File: src/rtl/reg_bank_pkg.sv
`default_nettype none
// ============================================================================
// Module   : reg_bank_pkg
// Brief    : Shared function-select encodings and select-width helper for the
//            register bank.
// Revision : 1.0
// ============================================================================
package reg_bank_pkg;

  localparam logic [2:0] FS_CLR  = 3'b000;
  localparam logic [2:0] FS_LOAD = 3'b001;
  localparam logic [2:0] FS_INC  = 3'b010;
  localparam logic [2:0] FS_DEC  = 3'b011;
  localparam logic [2:0] FS_SHL  = 3'b100;
  localparam logic [2:0] FS_SHR  = 3'b101;
  localparam logic [2:0] FS_ROTL = 3'b110;
  localparam logic [2:0] FS_HOLD = 3'b111;

  // A select port always needs at least one bit, even for a 2-entry bank.
  function automatic int sel_width(input int depth);
    return (depth <= 2) ? 1 : $clog2(depth);
  endfunction

endpackage
`default_nettype wire

File: src/rtl/reg_bank_cell.sv
`default_nettype none
// ============================================================================
// Module   : reg_bank_cell
// Brief    : One N-bit register applying the shared FunSel operation when
//            enabled; flags inc-at-all-ones / dec-at-zero.
// Revision : 1.0
// ============================================================================
module reg_bank_cell
  import reg_bank_pkg::*;
#(
  parameter int           N         = 8,
  parameter int           SATURATE  = 0,
  parameter logic [N-1:0] RESET_VAL = '0
) (
  input  logic         clk,
  input  logic         rst,
  input  logic         i_en,
  input  logic [2:0]   i_fun_sel,
  input  logic [N-1:0] i_din,
  output logic [N-1:0] o_q,
  output logic         o_wrap_evt
);

  localparam logic [N-1:0] c_one = {{(N-1){1'b0}}, 1'b1};

  logic [N-1:0] r_q;
  logic [N-1:0] w_next;
  logic         w_all1;
  logic         w_zero;

  assign w_all1 = &r_q;
  assign w_zero = ~|r_q;

  always_comb begin
    w_next = r_q;
    case (i_fun_sel)
      FS_CLR:  w_next = '0;
      FS_LOAD: w_next = i_din;
      FS_INC:  w_next = (w_all1 && SATURATE != 0) ? r_q : r_q + c_one;
      FS_DEC:  w_next = (w_zero && SATURATE != 0) ? r_q : r_q - c_one;
      FS_SHL:  w_next = {r_q[N-2:0], 1'b0};
      FS_SHR:  w_next = {1'b0, r_q[N-1:1]};
      FS_ROTL: w_next = {r_q[N-2:0], r_q[N-1]};
      default: w_next = r_q;
    endcase
  end

  // Boundary crossing is reported whether the value wrapped or was clamped.
  assign o_wrap_evt = i_en && ((i_fun_sel == FS_INC && w_all1) ||
                               (i_fun_sel == FS_DEC && w_zero));

  always_ff @(posedge clk) begin
    if (rst) begin
      r_q <= RESET_VAL;
    end else if (i_en) begin
      r_q <= w_next;
    end
  end

  assign o_q = r_q;

endmodule
`default_nettype wire

File: src/rtl/reg_bank_fs.sv
`default_nettype none
// ============================================================================
// Module   : reg_bank_fs
// Brief    : DEPTH x N register bank with shared 3-bit function select, two
//            combinational read ports and a sticky wrap/saturation flag.
// Revision : 1.0
// ============================================================================
module reg_bank_fs
  import reg_bank_pkg::*;
#(
  parameter int           N         = 8,
  parameter int           DEPTH     = 4,
  parameter int           SATURATE  = 0,
  parameter logic [N-1:0] RESET_VAL = '0,
  localparam int          c_sel_w   = sel_width(DEPTH)
) (
  input  logic               CLK,
  input  logic               RST,
  input  logic [DEPTH-1:0]   E,
  input  logic [2:0]         FunSel,
  input  logic [N-1:0]       I,
  input  logic [c_sel_w-1:0] OutASel,
  input  logic [c_sel_w-1:0] OutBSel,
  output logic [N-1:0]       OutA,
  output logic [N-1:0]       OutB,
  output logic               ZeroA,
  output logic               WrapFlag,
  input  logic               FlagClr
);

  localparam int c_slots = 1 << c_sel_w;

  // Unused select codes map to zero-tied slots so out-of-range reads return 0.
  logic [N-1:0]     w_q [c_slots];
  logic [DEPTH-1:0] w_wrap;
  logic             r_wrap_flag;

  for (genvar k = 0; k < DEPTH; k++) begin : g_cell
    reg_bank_cell #(
      .N         (N),
      .SATURATE  (SATURATE),
      .RESET_VAL (RESET_VAL)
    ) u_cell (
      .clk        (CLK),
      .rst        (RST),
      .i_en       (E[k]),
      .i_fun_sel  (FunSel),
      .i_din      (I),
      .o_q        (w_q[k]),
      .o_wrap_evt (w_wrap[k])
    );
  end

  for (genvar k = DEPTH; k < c_slots; k++) begin : g_pad
    assign w_q[k] = '0;
  end

  // A wrap event in the same cycle as FlagClr keeps the flag set.
  always_ff @(posedge CLK) begin
    if (RST) begin
      r_wrap_flag <= 1'b0;
    end else if (|w_wrap) begin
      r_wrap_flag <= 1'b1;
    end else if (FlagClr) begin
      r_wrap_flag <= 1'b0;
    end
  end

  assign OutA     = w_q[OutASel];
  assign OutB     = w_q[OutBSel];
  assign ZeroA    = (OutA == '0);
  assign WrapFlag = r_wrap_flag;

endmodule
`default_nettype wire

File: config.mk
export PLATFORM = sky130hd
export DESIGN_NAME = reg_bank_fs
export DESIGN_NICKNAME = d
export VERILOG_FILES = /design/src/rtl/reg_bank_pkg.sv /design/src/rtl/reg_bank_cell.sv /design/src/rtl/reg_bank_fs.sv
export SDC_FILE = /design/constraint.sdc
export NUM_CORES = 1
export LEC_CHECK = 0
export ABC_AREA = 1
export BUFFER_PORTS_ARGS = -buffer_cell sky130_fd_sc_hd__buf_2
export CAP_MARGIN = 20
export CORE_MARGIN = 3
export CORE_UTILIZATION = 35
export CTS_CLUSTER_DIAMETER = 80
export DETAILED_ROUTE_END_ITERATION = 6
export GPL_TIMING_DRIVEN = 0
export HOLD_SLACK_MARGIN = 0.12
export PLACE_DENSITY = 0.61
export SYNTH_ARGS = -nofsm -noshare
export SYNTH_HDL_FRONTEND = slang
export SYNTH_SLANG_ARGS = --single-unit
File: constraint.sdc
create_clock -name CLK -period 4.4 [get_ports CLK]
set_input_delay 0.22 -clock CLK [delete_from_list [all_inputs] [get_ports CLK]]
set_output_delay 0.22 -clock CLK [all_outputs]
set_load 0.005 [all_outputs]
==> flow_metrics.env <==
export IMPL_path_common_cell="nand2_1"
export IMPL_antenna_found_initial=0
export IMPL_viasPerCell=5.602
export IMPL_slew_headroom_pct=34.93
export IMPL_worstPathCellList="buf_2, inv_2, nand3_2, buf_4, buf_2, nand2_1, nand2_1, inv_1, ha_1, inv_1, nand2_1, nand3_1, nor2_1, inv_1, nand2_1, nand2_1, nand3_1, nand2_1, nand2_1, a21oi_1"
export IMPL_firstDrtPassIters=5
export IMPL_netlist_area_um2=3730
export IMPL_drt_iter0_markers=586
export IMPL_swShare_pct=39.38
export IMPL_syn_avg_cell_area_um2=5.306
export IMPL_crit_arrival_ns=2.38
export IMPL_p_seq_share_pct=39.2
export IMPL_grt_max_degree=11
export IMPL_fin_crit_ns=2.155
export IMPL_multi_input_area_um2=2565
export IMPL_postCtsSetupRepairBufs=0
export IMPL_gr_total_overflow=0
export IMPL_critPathMaxFanout=10
export IMPL_cp_depth=20
export IMPL_fin_tns_setup_ns=0
export IMPL_ys_flop_type="dfxtp_1"
export IMPL_p_comb_share_pct=31.8
export IMPL_reg2reg_depth=11
export IMPL_p_switching_uw=325.1
export IMPL_status="complete, no violations"
export IMPL_synth_edf_count=0
export IMPL_crit_start="FunSel[2]"
export IMPL_cp_top_family="buffers and inverters"
export IMPL_die_h_um=109.2
export IMPL_power_leakage_uw=0.001897
export IMPL_crit_slowest_cell="buf_2"
export IMPL_cts_sinks=33
export IMPL_regToRegEndpoint="g_cell[3].u_cell.o_q[6]"
export IMPL_area_delta_synth_final_pct=11.61
export IMPL_finClkSkew_ns=0.003809
export IMPL_grt_pass1_vias=4375
export IMPL_p_per_area_nw_per_um2=198.3
export IMPL_tightest_slew_ns=0.9686
export IMPL_critPathCapture="g_cell[1].u_cell.o_q[4]"
export IMPL_clk_latency_ns=0.29
export IMPL_vias=4947
export IMPL_rsz0062_at_grt="no"
export IMPL_r2r_slack_ns=2.46
export IMPL_ys_seq_area_share_pct=17.71
export IMPL_die_area_um2=11930
export IMPL_fill_cells=1215
export IMPL_final_layout_size_suffix_gt1_share_pct=8.166
export IMPL_clk_path_buf_depth=2
export IMPL_cts_inserted_buffers=5
export IMPL_wl_per_cell_um=17.14
export IMPL_final_nets=772
export IMPL_n_antenna_cell=0
export IMPL_p_int_uw=500.5
export IMPL_finalCritPeriodShare_pct=48.97
export IMPL_mostFrequentLayoutCells="nand2_1, inv_1, a21oi_1"
export IMPL_dpl_hpwl_um=11080
export IMPL_die_w_um=109.2
export IMPL_ir_drop_v=0.00009827
export IMPL_synth_cell_types=37
export IMPL_synth_seq_cells=33
export IMPL_ctsResizeCount=0
export IMPL_maxSlewViolCount=0
export IMPL_final_common_cell="nand2_1"
export IMPL_start_util_pct=36.13
export IMPL_htreeDepth=2
export IMPL_crit_buf_inv=7
export IMPL_startpoint_type="primary input"
export IMPL_grt_first_pass_wirelength_um=23830
export IMPL_wirelength_um=15140
export IMPL_ant_nets=0
export IMPL_hold_viol_final=0
export IMPL_final_util_pct=40.32
export IMPL_clock_fmax_ghz=0.4641
export IMPL_cts_tree="yes"
export IMPL_ios=40
export IMPL_grtUsageTotal_pct=25.88
export IMPL_rows=37
export IMPL_portBuffers=36
export IMPL_crit_required_ns=4.62
export IMPL_drcViolationCount=0
export IMPL_regArea_um2=660.6
export IMPL_holdBufCountCts=0
export IMPL_clk_pin_slew_ns=0.08
export IMPL_maxCapViolCount=0
export IMPL_syn_nets=729
export IMPL_cts_root_buf="clkbuf_8"
export IMPL_globalplace_congestion=0.9561
export IMPL_yosys_warnings=0
export IMPL_end_kind="flip-flop"
export IMPL_setup_violations=0
export IMPL_netlist_instances=703
export IMPL_core_area_um2=10320
export IMPL_clkPwrFrac_pct=28.9
export IMPL_async_flop_share_pct=0
export IMPL_hold_path_class="in -> reg"
export IMPL_rr_startpoint="g_cell[3].u_cell.o_q[4]"
export IMPL_max_stage_delay_ns=0.31
export IMPL_critPathKind="in -> reg"
==> stage by stage <==
stage | cell area [um2] | setup WS [ns] | power (uW) | hold slack [ns] | instances
after floorplan | 3730 | 2.517 | 494.6 | 0.4359 | 703
after global placement | 4080 | 2.006 | 585.2 | 0.5318 | 875
after detailed placement | 4080 | 1.988 | 584.8 | 0.5377 | 875
after CTS | 4163 | 2.286 | 820.3 | 0.2506 | 883
after global routing | 4163 | 1.972 | 866.1 | 0.2886 | 883
final | 4163 | 2.245 | 825.7 | 0.2427 | 883
==> worst min-delay path by stage <==
stage	startpoint	to	slack, ns	cells past startpoint
floorplan	E[0]	WrapFlag	0.44	4
global placement	g_cell[1].u_cell.o_q[7]	g_cell[1].u_cell.o_q[7]	0.53	2
detailed placement	g_cell[1].u_cell.o_q[7]	g_cell[1].u_cell.o_q[7]	0.54	2
CTS	FlagClr	WrapFlag	0.25	4
global route	FlagClr	WrapFlag	0.29	4
finish	FlagClr	WrapFlag	0.24	4
==> power groups by stage <==
stage          sequential [uW]  clock (uW)  combinational, uW
3_3_place_gp               330           0                255
3_5_place_dp               330           0                255
2_1_floorplan              325           0                170
5_1_grt                    325         250                290
4_1_cts                    323         241                256
6_report                   324         239                263
==> per-layer routing <==
metal	GRT usage, %	vias up	part of all wire (%)
li1	-	2404	-
met1	37.83	2179	43
met2	37.85	318	40
met3	3.730	46	12
met4	10.42	0	4.2
met5	0	-	0
==> flip-flops by register name (all words and copies together), names as in the netlist <==
| name | count |
|---|---|
| g_cell.u_cell.o_q | 32 |
| WrapFlag | 1 |
==> cell families (layout without fill, tap and decap cells) <==
| family | count (synthesis) | after routing | synth area share (%) |
|---|---|---|---|
| buffers and inverters | 127 | 171 | 13.52 |
| AO/OA/AOI/OAI | 163 | 163 | 25.90 |
| flip-flops | 33 | 33 | 17.71 |
| XOR/XNOR | 2 | 2 | 0.4697 |
| adder cells (fa/ha/maj) | 4 | 4 | 1.342 |
| AND/OR/NAND/NOR | 374 | 374 | 41.06 |
==> worst reg2reg max path, cell delays in order, from the launching register on <==
cell and delay (ns):
dfxtp_1 0.32, clkbuf_1 0.43, inv_1 0.20, nand2_1 0.11, nand2_1 0.09, nor2_1 0.16, nand3_1 0.12, nand3b_1 0.10
nand3_1 0.11, nand2_1 0.09, nand2_1 0.05, a21oi_1 0.11
==> synth_stat cells (2+ instances only) <==
cell	instances	area, um2
buf_2	7	35.03
o2111ai_1	5	43.79
nand4_1	8	50.05
a22oi_1	3	22.52
buf_4	5	37.54
a32o_1	4	40.04
clkbuf_1	28	105.1
o21ai_0	41	205.2
dfxtp_1	33	660.6
inv_1	85	319.1
nand2_1	264	991.0
nor3_1	5	25.02
a41o_1	4	40.04
a221oi_1	13	113.9
ha_1	4	50.05
a21oi_1	75	375.4
nor2_1	39	146.4
nand3b_1	4	30.03
o22ai_1	7	43.79
o211ai_1	3	22.52
nor4_1	3	18.77
xor2_1	2	17.52
o31ai_1	2	15.01
o21ai_1	2	10.01
nand3_1	45	225.2
==> final cells by class <==
cell class              instances  area share [%]
plain buffers                  41           4.358
inverters                      86           7.755
clock inverters                 2          0.2405
clock buffers                   6           1.743
repair buffers                 36           4.328
multi-input cells             543           61.62
well taps                     136           4.088
flip-flops and latches         33           15.87
Power figures use the tool's default switching activity.
